--- src/rtl/cpu_run_ctrl_pkg.sv ---
// Shared definitions for the mini CPU run controller: datapath widths, the JMP opcode
// and the controller state encoding.
package cpu_run_ctrl_pkg;

  localparam int unsigned DATA_WIDTH = 4;
  localparam int unsigned PROG_WIDTH = 8;
  localparam int unsigned OP_WIDTH   = PROG_WIDTH - DATA_WIDTH;

  localparam logic [OP_WIDTH-1:0] OP_JMP = 4'hF;

  typedef enum logic [1:0] {
    StHalt  = 2'd0,
    StRun   = 2'd1,
    StStep  = 2'd2,
    StBreak = 2'd3
  } run_state_t;

endpackage

--- src/rtl/cpu_run_ctrl_btn_edge.sv ---
// Button conditioner: 2-FF synchronizer, stability counter, and a one-cycle pulse on each
// accepted rising level.
module btn_edge #(
  parameter int unsigned DEB = 1_000_000
) (
  input  logic clk,
  input  logic rst,
  input  logic raw,
  output logic pulse
);

  localparam int unsigned CntW = (DEB > 0) ? $clog2(DEB + 1) : 1;

  logic            sync1_q, sync2_q;
  logic            stable_q, stable_prev_q;
  logic            pulse_q;
  logic [CntW-1:0] cnt_q;

  // A new level is taken only after it has differed from the accepted level for
  // DEB consecutive samples and is still different on the following one.
  always_ff @(posedge clk) begin
    if (rst) begin
      sync1_q       <= 1'b0;
      sync2_q       <= 1'b0;
      stable_q      <= 1'b0;
      stable_prev_q <= 1'b0;
      pulse_q       <= 1'b0;
      cnt_q         <= '0;
    end else begin
      sync1_q       <= raw;
      sync2_q       <= sync1_q;
      stable_prev_q <= stable_q;
      pulse_q       <= stable_q & ~stable_prev_q;
      if (sync2_q == stable_q) begin
        cnt_q <= '0;
      end else if (cnt_q == CntW'(DEB)) begin
        stable_q <= sync2_q;
        cnt_q    <= '0;
      end else begin
        cnt_q <= cnt_q + CntW'(1);
      end
    end
  end

  assign pulse = pulse_q;

endmodule

--- src/rtl/cpu_run_ctrl.sv ---
// Run/step/breakpoint sequencer: turns button presses, a PC breakpoint and self-jump
// detection into a single-cycle CPU clock enable on the board clock.
module cpu_run_ctrl
  import cpu_run_ctrl_pkg::*;
#(
  parameter int unsigned DIV = 50_000_000,
  parameter int unsigned DEB = 1_000_000
) (
  input  logic                  CLK,
  input  logic                  RST,
  input  logic                  run_btn,
  input  logic                  step_btn,
  input  logic                  halt_btn,
  input  logic                  bp_en,
  input  logic [DATA_WIDTH-1:0] bp_addr,
  input  logic [DATA_WIDTH-1:0] pc,
  input  logic [PROG_WIDTH-1:0] prog_data,
  output logic                  cpu_en,
  output logic [1:0]            state,
  output logic                  brk_hit,
  output logic                  idle
);

  localparam int unsigned PresW = (DIV > 1) ? $clog2(DIV) : 1;

  logic run_p, step_p, halt_p;

  btn_edge #(.DEB(DEB)) u_run_edge (
    .clk   (CLK),
    .rst   (RST),
    .raw   (run_btn),
    .pulse (run_p)
  );

  btn_edge #(.DEB(DEB)) u_step_edge (
    .clk   (CLK),
    .rst   (RST),
    .raw   (step_btn),
    .pulse (step_p)
  );

  btn_edge #(.DEB(DEB)) u_halt_edge (
    .clk   (CLK),
    .rst   (RST),
    .raw   (halt_btn),
    .pulse (halt_p)
  );

  run_state_t       state_q, state_d;
  logic [PresW-1:0] presc_q, presc_d;
  logic             skip_q, skip_d;
  logic             idle_q, idle_d;
  logic             en_q, en_d;
  logic             brk_q, brk_d;

  logic at_tc, bp_match, self_jmp;

  assign at_tc    = (presc_q == PresW'(DIV - 1));
  // skip lets a resume from BREAK execute the breakpointed instruction once.
  assign bp_match = !skip_q && bp_en && (pc == bp_addr);
  assign self_jmp = (prog_data[PROG_WIDTH-1 -: OP_WIDTH] == OP_JMP) &&
                    (prog_data[DATA_WIDTH-1:0] == pc);

  always_comb begin
    state_d = state_q;
    presc_d = presc_q;
    skip_d  = skip_q;
    idle_d  = idle_q;
    en_d    = 1'b0;

    unique case (state_q)
      StHalt, StBreak: begin
        if (halt_p) begin
          state_d = StHalt;
        end else if (step_p) begin
          state_d = StStep;
          en_d    = 1'b1;
        end else if (run_p) begin
          state_d = StRun;
          presc_d = '0;
          skip_d  = 1'b1;
        end
      end
      StStep: begin
        state_d = StHalt;
      end
      StRun: begin
        if (halt_p) begin
          state_d = StHalt;
        end else if (at_tc) begin
          presc_d = '0;
          if (bp_match) begin
            state_d = StBreak;
          end else if (self_jmp) begin
            state_d = StHalt;
            idle_d  = 1'b1;
          end else begin
            en_d   = 1'b1;
            skip_d = 1'b0;
          end
        end else begin
          presc_d = presc_q + PresW'(1);
        end
      end
    endcase

    if (state_d != StHalt) begin
      idle_d = 1'b0;
    end
    brk_d = (state_d == StBreak);
  end

  always_ff @(posedge CLK) begin
    if (RST) begin
      state_q <= StHalt;
      presc_q <= '0;
      skip_q  <= 1'b0;
      idle_q  <= 1'b0;
      en_q    <= 1'b0;
      brk_q   <= 1'b0;
    end else begin
      state_q <= state_d;
      presc_q <= presc_d;
      skip_q  <= skip_d;
      idle_q  <= idle_d;
      en_q    <= en_d;
      brk_q   <= brk_d;
    end
  end

  assign cpu_en  = en_q;
  assign state   = state_q;
  assign brk_hit = brk_q;
  assign idle    = idle_q;

endmodule

--- config.mk ---
export PLATFORM = sky130hd
export DESIGN_NAME = cpu_run_ctrl
export DESIGN_NICKNAME = d
export VERILOG_FILES = /design/src/rtl/cpu_run_ctrl_pkg.sv /design/src/rtl/cpu_run_ctrl_btn_edge.sv /design/src/rtl/cpu_run_ctrl.sv
export SDC_FILE = /design/constraint.sdc
export NUM_CORES = 1
export LEC_CHECK = 0
export CAP_MARGIN = 20
export CORE_ASPECT_RATIO = 0.8
export CORE_MARGIN = 4
export CORE_UTILIZATION = 55
export CTS_CLUSTER_SIZE = 24
export DETAILED_ROUTE_END_ITERATION = 8
export GPL_TIMING_DRIVEN = 0
export PLACE_DENSITY = 0.77
export RECOVER_POWER = 100
export SETUP_SLACK_MARGIN = 0.1
export SLEW_MARGIN = 20
export SYNTH_ARGS = -nofsm -noshare
export SYNTH_HDL_FRONTEND = slang
export SYNTH_SLANG_ARGS = --single-unit
--- constraint.sdc ---
create_clock -name CLK -period 2.4 [get_ports CLK]
set_clock_uncertainty 0.2 [all_clocks]
set_input_delay 0.48 -clock CLK [delete_from_list [all_inputs] [get_ports CLK]]
set_output_delay 0.48 -clock CLK [all_outputs]
set_load 0.01 [all_outputs]
==> results_dict.tcl <==
set metrics [dict create \
    dominant_combinational_cell_family_by_area_after_synthesis "simple AND/OR/NAND/NOR gates" \
    syn_inst 531 \
    rsz0062_at_grt "yes" \
    die_area_um2 10200 \
    share_of_synthesized_area_occupied_by_flip_flops_and_latches_pct 45.2 \
    timing.slew.headroom_pct 58.0 \
    power.density_cell_area_nw_per_um2 564 \
    clock_sinks 107 \
    dp_worst_setup_slack_ns -0.240 \
    global_route_wire_length_before_repair_um 15700 \
    finalSetupViolations 0 \
    irDropWorstVdd_mv 0.387 \
    antenna_found_initial 0 \
    drc 0 \
    synth-simple-area-share_pct 29.5 \
    final_replace_weighted_congestion 0.832 \
    finalPower_mw 3.06 \
    netlist.top_cell.by_area "sky130_fd_sc_hd__dfxtp_1" \
    detailedRoute.firstIterationViolations 197 \
    grt_start_max_net_pins 16 \
    grt_pass1_vias 3515 \
    worst_slew_pin_slew_ns 0.625 \
    initial_core_util_pct 58.1 \
    cts_max_level 3 \
    synth-edff-count 0 \
    fp.dieH_um 91.0 \
    design.portCount 27 \
    fin_crit_ns 2.24 \
    layout_setup_ws_ns 0.161 \
    fin_setup_tns_ns 0 \
    portBuffers 26 \
    postCtsHoldBufs 0 \
    die_width_um 112 \
    vias 3647 \
    floorplan.core_area_um2 8160 \
    post_synth_mux_area_share_pct 0.845 \
    tritoncts "yes" \
    syn_area_um2 4740 \
    path_max_fanout 7 \
    later_pin_clock_latency_in_the_skew_report_ns 0.36 \
    avgViaCountPerCell 5.33 \
    final_common_cell "sky130_fd_sc_hd__nor2_1" \
    fraction_of_final_layout_cells_with_drive_strength_greater_than_1_pct 7.47 \
    route.detailed.wl_per_inst_um 13.4 \
    finalWirelength_um 9170 \
    drv_cap 0 \
    finalHoldViolations 0 \
    syn_avg_cell_area_um2 8.93 \
    synth_top_cells_by_area "sky130_fd_sc_hd__dfxtp_1 (45%), sky130_fd_sc_hd__xor2_1 (10%), sky130_fd_sc_hd__nor2_1 (8.6%)" \
    hold_path_depth 1 \
    leakage_nw 1.79 \
    detail_route_antenna_nets 0 \
    fin_crit_sh_pct 93.3 \
    cp.required_ns 2.46 \
    hold_path.class "reg -> reg" \
    r2r_cells 9 \
    cp.arrival_ns 2.30 \
    num-nets-final 603 \
    drt-pass1-iter-count 4 \
    post_synthesis_adder_cell_area_fraction_pct 2.38 \
    numCtsBuffers 9 \
    outcome "complete, no violations" \
    clock_path_buffers 2 \
    synth_compound_area_share_pct 2.80 \
    yosysTopAreaCellShare_pct 45.2 \
    clk_transition_reported_paths_ns 0.09 \
    worst_setup_path_end_kind "flop" \
    syn_to_final_growth_pct 14.3 \
    grt_remaining_overflow 0 \
    globalRouteTotalUtil_pct 18.4 \
    synth.distinct_cells 42 \
    start_kind "flop" \
    floorplan.rows 29 \
    synthesis.yosys.warnings 0 \
    most-common-layout-cells "sky130_fd_sc_hd__nor2_1 (108), sky130_fd_sc_hd__dfxtp_1 (103), sky130_fd_sc_hd__xor2_1 (56)" \
    synthFlopType "sky130_fd_sc_hd__dfxtp_1" \
    post-route-util_pct 66.4 \
    fin_hold_ws_ns 0.189 \
    maxSlewViolCount 0 \
    post_synthesis_xor_xnor_area_fraction_pct 16.3 \
    async_reset_ff_share_pct 0 \
    postSynthRegisterBits 107 \
    n_antenna_cell 0 \
    synth_fp_nets 562 \
    cts_root_buffer "sky130_fd_sc_hd__clkbuf_8" \
    hpwl_um 6650 \
    fmaxAchievable_ghz 0.447 \
    criticalPathCategory "reg -> reg" \
]
-- report_power, final --
part / internal (mW) / switching (mW) / leakage, nW / total (mW)
registers: 1.78 / 0.00415 / 0.865 / 1.78
clock network: 0.613 / 0.570 / 0.104 / 1.18
logic: 0.0513 / 0.0406 / 0.824 / 0.0919
total: 2.44 / 0.615 / 1.79 / 3.06
-- what timing repair did --
action,in CTS,in global routing
setup buffers,3,1
resized for setup,2,19
endpoints found under the setup margin,22,32
pin swaps,2,1
-- routing by layer --
metal	wire, µm	up-vias	GRT usage [%]
met4	102	0	5.57
met5	0	-	0
li1	-	1858	-
met2	4550	50	31.5
met3	311	10	4.85
met1	4210	1729	22.7
-- final timing paths --
path	from	end	slack [ns]
hold / removal	u_run_edge.stable_prev_q$_SDFF_PP0_	u_run_edge.pulse$_SDFF_PP0_	0.19
setup reg to reg	state[0]$_SDFF_PP0_	presc_q[20]$_SDFFE_PP0P_	0.16
setup / recovery	state[0]$_SDFF_PP0_	presc_q[20]$_SDFFE_PP0P_	0.16
hold reg to reg	u_run_edge.stable_prev_q$_SDFF_PP0_	u_run_edge.pulse$_SDFF_PP0_	0.19
-- synthesized netlist by cell type, types with 2 or more instances --
library cell,count
sky130_fd_sc_hd__buf_4,2
sky130_fd_sc_hd__a21o_1,2
sky130_fd_sc_hd__buf_6,3
sky130_fd_sc_hd__nor4b_1,8
sky130_fd_sc_hd__a311oi_1,2
sky130_fd_sc_hd__ha_1,9
sky130_fd_sc_hd__nand3b_1,2
sky130_fd_sc_hd__nand4_1,18
sky130_fd_sc_hd__nor2_2,3
sky130_fd_sc_hd__nor2_1,109
sky130_fd_sc_hd__xnor2_1,32
sky130_fd_sc_hd__clkbuf_1,7
sky130_fd_sc_hd__nor4_1,3
sky130_fd_sc_hd__nand3_1,43
sky130_fd_sc_hd__nand4b_1,2
sky130_fd_sc_hd__and3_1,10
sky130_fd_sc_hd__mux2i_1,4
sky130_fd_sc_hd__and2_1,3
sky130_fd_sc_hd__and4bb_2,2
sky130_fd_sc_hd__a21oi_1,3
sky130_fd_sc_hd__xor2_1,56
sky130_fd_sc_hd__nor2b_1,12
sky130_fd_sc_hd__dfxtp_1,107
sky130_fd_sc_hd__nand2_1,33
sky130_fd_sc_hd__or3_1,5
sky130_fd_sc_hd__nor3_1,11
sky130_fd_sc_hd__inv_1,16
sky130_fd_sc_hd__and4_1,9
sky130_fd_sc_hd__o21ai_0,2
-- registers in the layout, indices dropped and copies added, names as in the netlist, 2 cells and up --
name	cells
presc_q	26
u_halt_edge.cnt_q	20
u_run_edge.cnt_q	20
u_step_edge.cnt_q	20
state	2
-- area by class of cell --
type / instances / area (µm²)
buffer: 14 / 86.3
clock buffer: 13 / 149
clock inverter: 2 / 60.1
fill: 662 / 2750
inverter: 16 / 60.1
multi-input combinational: 394 / 2490
sequential: 107 / 2150
tap: 108 / 135
timing repair buffer: 30 / 287
-- critical path, cell delays in order (launching register included) --
cell,delay [ns]
sky130_fd_sc_hd__dfxtp_4,0.38
sky130_fd_sc_hd__inv_1,0.06
sky130_fd_sc_hd__ha_1,0.34
sky130_fd_sc_hd__a21o_1,0.21
sky130_fd_sc_hd__a21oi_1,0.25
sky130_fd_sc_hd__and4_1,0.22
sky130_fd_sc_hd__buf_4,0.15
sky130_fd_sc_hd__nand3_1,0.11
sky130_fd_sc_hd__xor2_1,0.17
sky130_fd_sc_hd__nor2_1,0.05
-- through the flow --
| step | cells | instance area, µm² |
|---|---|---|
| 4_1_cts | 683 | 5370 |
| 6_report | 684 | 5420 |
| 3_3_place_gp | 665 | 5130 |
| 5_1_grt | 684 | 5420 |
| 2_1_floorplan | 531 | 4740 |
| 3_5_place_dp | 665 | 5130 |
-- logic make-up after synthesis --
family,Yosys count
xor gates and xnor gates,88
AOI/OAI and AO/OA,15
buffers and inverters,30
muxes,4
and+or+nand+nor,278
adders and majority gates,9
DFF,107
Power figures use the tool's default switching activity.
